### config.mk
export PLATFORM = sky130hd
export DESIGN_NAME = serial_add_unit
export DESIGN_NICKNAME = d
export VERILOG_FILES = /design/src/rtl/serial_add_unit.sv
export SDC_FILE = /design/constraint.sdc
export NUM_CORES = 1
export LEC_CHECK = 0
export BUFFER_PORTS_ARGS = -buffer_cell sky130_fd_sc_hd__buf_2
export CAP_MARGIN = 20
export CORE_MARGIN = 2
export CORE_UTILIZATION = 39
export DETAILED_ROUTE_END_ITERATION = 7
export PLACE_DENSITY = 0.68
export REMOVE_ABC_BUFFERS = 1
export SYNTH_ARGS = -nofsm -noshare
export SYNTH_HDL_FRONTEND = slang
export SYNTH_SLANG_ARGS = --single-unit
export TNS_END_PERCENT = 1
### constraint.sdc
create_clock -name clk -period 1.7 [get_ports clk]
set_clock_uncertainty 0.15 [all_clocks]
set_input_delay 0.255 -clock clk [delete_from_list [all_inputs] [get_ports clk]]
set_output_delay 0.255 -clock clk [all_outputs]
set_load 0.05 [all_outputs]
### src/rtl/serial_add_unit.sv
// Bit-serial LSB-first adder: one full-add slice plus a carry flop, WIDTH+1 cycles per result.
// Define SERIAL_ADD_OVF_EN to register signed overflow; otherwise ovf is tied low.
module serial_add_unit #(
  parameter int WIDTH = 8,
  parameter int CNT_W = 5
) (
  input  logic             clk,
  input  logic             rst,
  input  logic             start,
  input  logic [WIDTH-1:0] a_in,
  input  logic [WIDTH-1:0] b_in,
  input  logic             cin,
  output logic             busy,
  output logic             done,
  output logic [WIDTH-1:0] sum,
  output logic             cout,
  output logic             ovf
);

  // state | meaning
  // IDLE  | waiting for start
  // SHIFT | one bit added per cycle, LSB first
  // DONE  | result valid, done pulse; start here chains the next operation
  typedef enum logic [1:0] {
    ST_IDLE,
    ST_SHIFT,
    ST_DONE
  } state_t;

  state_t             state_q, state_d;
  logic [WIDTH-1:0]   a_sh_q, a_sh_d;
  logic [WIDTH-1:0]   b_sh_q, b_sh_d;
  logic [WIDTH-1:0]   r_sh_q, r_sh_d;
  logic               c_q, c_d;
  logic [CNT_W-1:0]   cnt_q, cnt_d;
  logic [WIDTH-1:0]   sum_q, sum_d;
  logic               cout_q, cout_d;
`ifdef SERIAL_ADD_OVF_EN
  logic               ovf_q, ovf_d;
`endif

  logic s_bit;
  logic c_new;
  logic last_bit;
  logic accept;

  always_comb begin
    state_d  = state_q;
    a_sh_d   = a_sh_q;
    b_sh_d   = b_sh_q;
    r_sh_d   = r_sh_q;
    c_d      = c_q;
    cnt_d    = cnt_q;
    sum_d    = sum_q;
    cout_d   = cout_q;
`ifdef SERIAL_ADD_OVF_EN
    ovf_d    = ovf_q;
`endif
    s_bit    = a_sh_q[0] ^ b_sh_q[0] ^ c_q;
    c_new    = (a_sh_q[0] & b_sh_q[0]) | (a_sh_q[0] & c_q) | (b_sh_q[0] & c_q);
    last_bit = (cnt_q == CNT_W'(WIDTH - 1));
    accept   = start && (state_q != ST_SHIFT);

    case (state_q)
      ST_SHIFT: begin
        a_sh_d = a_sh_q >> 1;
        b_sh_d = b_sh_q >> 1;
        r_sh_d = {s_bit, r_sh_q[WIDTH-1:1]};
        c_d    = c_new;
        cnt_d  = cnt_q + CNT_W'(1);
        if (last_bit) begin
          state_d = ST_DONE;
          sum_d   = {s_bit, r_sh_q[WIDTH-1:1]};
          cout_d  = c_new;
`ifdef SERIAL_ADD_OVF_EN
          // c_q is the carry into the MSB slice on this last cycle
          ovf_d   = c_q ^ c_new;
`endif
        end
      end
      ST_DONE:  state_d = ST_IDLE;
      default:  state_d = ST_IDLE;
    endcase

    if (accept) begin
      state_d = ST_SHIFT;
      a_sh_d  = a_in;
      b_sh_d  = b_in;
      c_d     = cin;
      cnt_d   = '0;
    end
  end

  always_ff @(posedge clk) begin
    if (rst) begin
      state_q <= ST_IDLE;
      a_sh_q  <= '0;
      b_sh_q  <= '0;
      r_sh_q  <= '0;
      c_q     <= 1'b0;
      cnt_q   <= '0;
      sum_q   <= '0;
      cout_q  <= 1'b0;
`ifdef SERIAL_ADD_OVF_EN
      ovf_q   <= 1'b0;
`endif
    end else begin
      state_q <= state_d;
      a_sh_q  <= a_sh_d;
      b_sh_q  <= b_sh_d;
      r_sh_q  <= r_sh_d;
      c_q     <= c_d;
      cnt_q   <= cnt_d;
      sum_q   <= sum_d;
      cout_q  <= cout_d;
`ifdef SERIAL_ADD_OVF_EN
      ovf_q   <= ovf_d;
`endif
    end
  end

  assign busy = (state_q == ST_SHIFT);
  assign done = (state_q == ST_DONE);
  assign sum  = sum_q;
  assign cout = cout_q;
`ifdef SERIAL_ADD_OVF_EN
  assign ovf  = ovf_q;
`else
  assign ovf  = 1'b0;
`endif

endmodule
==> metrics.md <==
| Metric | Value |
|---|---|
| Layout cells sized above 1 | `0.227` |
| CTS tree | `built` |
| CP Class | `register to primary output` |
| Starting Density | `0.401` |
| Port-buffer cells | `30` |
| Yosys top cell area share | `0.465` |
| Hold path depth | `3` |
| Worst Setup Start Kind | `register` |
| Critical path capture point type | `primary output` |
| Commonest non-fill, non-tap cells in the layout | `dfxtp_1, buf_2, mux2i_1` |
| Core Box Area | `0.00429 sq mm` |
| Final layout net count | `232` |
| Clk sinks | `40` |
| Setup total negative slack | `0 ns` |
| Cell Area, Synth | `0.00172 sq mm` |
| Reg2Reg Setup Slack | `0.20 ns` |
| Final WL | `3020 microns` |
| Die X | `70.4 microns` |
| Synth area leader | `dfxtp_1` |
| Hold Crit Class | `primary input to register` |
| CTS max path bufs | `2` |
| Post-synth ARST share | `0` |
| DRC Markers | `0` |
| Iter 0 DRT Violations | `45` |
| Clock-pin slew on the worst setup and hold paths | `0.08 ns` |
| Leak | `0.836 nW` |
| GRT Util Overall | `0.134` |
| Status | `completed` |
| Critical path buffers and inverters | `2` |
| Mux cell area share after synthesis | `0.151` |
| Reg2Reg Depth | `5` |
| Slew Limit Fails | `0` |
| Setup repair bufs after CTS | `0` |
| Post-synth EDFFs | `0` |
| Gate Count Post-Synth | `180` |
| Final Cycle Share | `0.943` |
| Worst Hold Endpoint | `b_sh_q[7]$_SDFFE_PP0P_` |
| Critical Path RT | `1.29 ns` |
| Top Ports | `32` |
| Post-synthesis sequential element count | `40` |
| R2R Path End | `sum[1]$_SDFFE_PP0P_` |
| Die ar. | `0.00496 sq mm` |
| R2r startpoint | `cnt_q[0]$_SDFFE_PP0P_` |
| Largest family of logic cells by synthesized area | `simple AND/OR/NAND/NOR gates` |
| Count of cell types in the netlist | `25` |
| Crit path max-delay cell type | `dfxtp_1` |
| Simple-gate share of the synthesized area | `0.191` |
| First-pass GRT wire length | `5320 microns` |
| Crit path time final | `1.60 ns` |
| Vias in the first global route | `1230` |
| GP Congestion | `0.715` |
| Final Hold Fails | `0` |
| Crit-path max cell delay | `0.32 ns` |
| Post-synthesis sequential area ratio | `0.465` |
| Area Overhead vs Synth | `18.2%` |
| Top cells by area, synth | `dfxtp_1, mux2i_1, nand2b_1` |
| First drt pass iteration count | `4` |
| Antenna violations before repair | `0` |
| HPWL Detailed | `2150 microns` |
| Via count | `1281` |
| Fin Hold WS | `0.110 ns` |
| Final Setup Violations | `0` |
| Die height | `70.4 microns` |
| CTS Root Cell | `clkbuf_8` |
| Pin count of the biggest net entering global routing | `24` |
| Compound-cell area share of the yosys netlist | `0.105` |
| Synth warn | `0` |
| Top delay family on crit path | `buffers and inverters` |
| Fmax | `624 MHz` |
| CTS Buf Count | `5` |
| Gr ovfl total | `0` |
| Worst-case vdd ir drop | `0.518 mV` |
| WP data arrival | `1.20 ns` |
| Clock latency on the worst-skew pair | `0.28 ns` |
| Hold path startpoint | `b_in[7]` |
| Vias per std cell | `4.87` |
| Dominant synthesized flop cell | `dfxtp_1` |
| Crit path cell chain | `nand2b_1, inv_2, buf_4` |
| CP Max Fanout | `5` |
| XOR/XNOR Fraction of Synth Area | `0.0102` |
| Antenna diodes | `0` |
| Maxcap violations | `0` |
| RSZ-0062 raised after global routing | `no` |
| Synthesized area per cell | `9.56 sq um` |
| Most common cell after layout, fill and taps aside | `dfxtp_1` |
| Synth Area in Adders | `0.0189` |
| Avg WL per Cell | `11.5 microns` |
| Htree depth | `2` |
| Remaining antenna violation count after routing | `0` |
| Row cnt | `24` |
| Cell Pwr Density | `905 mW/mm^2` |
==> worst max path at each step <==
stage,startpoint,slack [ns],cells after the start,endpoint
final,state_q[1]$_SDFFE_PP0N_,0.1,3,busy
after global routing,state_q[1]$_SDFFE_PP0N_,0.04,3,busy
after CTS,state_q[1]$_SDFFE_PP0N_,0.03,3,busy
after detailed placement,cnt_q[0]$_SDFFE_PP0P_,0.19,5,sum[1]$_SDFFE_PP0P_
after global placement,state_q[1]$_SDFFE_PP0N_,0.28,4,cnt_q[3]$_SDFFE_PP0P_
after floorplan,state_q[1]$_SDFFE_PP0N_,-0.76,4,cnt_q[0]$_SDFFE_PP0P_
==> report_power, final <==
| part | leakage [nW] | switching, W | internal (W) |
|---|---|---|---|
| Combinational | 0.458 | 0.000109 | 0.0000956 |
| Sequential | 0.327 | 0.0000238 | 0.000978 |
| Clock | 0.0510 | 0.000312 | 0.000324 |
==> sequential cells by signal, indices dropped and copies added (netlist names) <==
signal and flops:
c_q 1, r_sh_q 7, cnt_q 5, sum 8, b_sh_q 8, state_q 2
a_sh_q 8, cout 1
==> area by class of cell <==
type                       instances  area (sq um)
clock buffer                       6          82.6
clock inverter                     2          10.0
fill                             420          2260
inverter                           1          3.75
multi-input combinational        124           823
sequential                        40           801
tap                               52          65.1
timing repair buffer              38           250
==> cell usage after synthesis (3+ instances only) <==
cell type and instances:
buf_6 3, nor2_1 18, a21oi_1 10, mux2i_1 26, nor3_1 3, a211oi_1 15
dfxtp_1 40, nand2b_1 19, nand2_1 17, buf_2 6, clkbuf_1 4
==> tightest hold or removal path: cells and delay by family <==
kind / cells / cell delay (ns)
buf+inv: 1 / 0.08
simple gates: 1 / 0.11
mux: 1 / 0.06
==> through the flow <==
step / area, sq um / worst slack [ns] / utilization / total power (W) / instances
3_3_place_gp: 1940 / 0.281 / 0.452 / 0.00123 / 255
6_report: 2040 / 0.0968 / 0.474 / 0.00184 / 263
2_1_floorplan: 1630 / -0.757 / - / 0.00113 / 165
5_1_grt: 2040 / 0.0392 / 0.474 / 0.00193 / 263
4_1_cts: 2040 / 0.0289 / 0.474 / 0.00187 / 263
3_5_place_dp: 1940 / 0.193 / 0.452 / 0.00123 / 255
==> logic make-up (layout without fill, tap and decap cells) <==
| kind of cell | count (synthesis) | in the layout |
|---|---|---|
| adder cells (fa/ha/maj) | 2 | 2 |
| AND/OR/NAND/NOR | 65 | 65 |
| XOR/XNOR | 2 | 2 |
| flip-flops | 40 | 40 |
| other | 1 | 1 |
| AO/OA/AOI/OAI | 28 | 28 |
| buffers and inverters | 16 | 47 |
| multiplexers | 26 | 26 |
==> what timing repair did <==
action,in CTS,in global routing
setup endpoints to repair,1,1
endpoints found under the hold margin,0,0
hold buffers,0,0
resized for setup,1,1
==> metal layers <==
| metal | vias up | part of all wire | GRT usage |
|---|---|---|---|
| met1 | 578 | 0.48 | 0.167 |
| met2 | 25 | 0.45 | 0.212 |
| li1 | 674 | - | - |
| met5 | - | 0 | 0 |
| met4 | 0 | 0.015 | 0.0449 |
| met3 | 4 | 0.049 | 0.0505 |
Note: power is estimated with default switching activity, not from simulation.
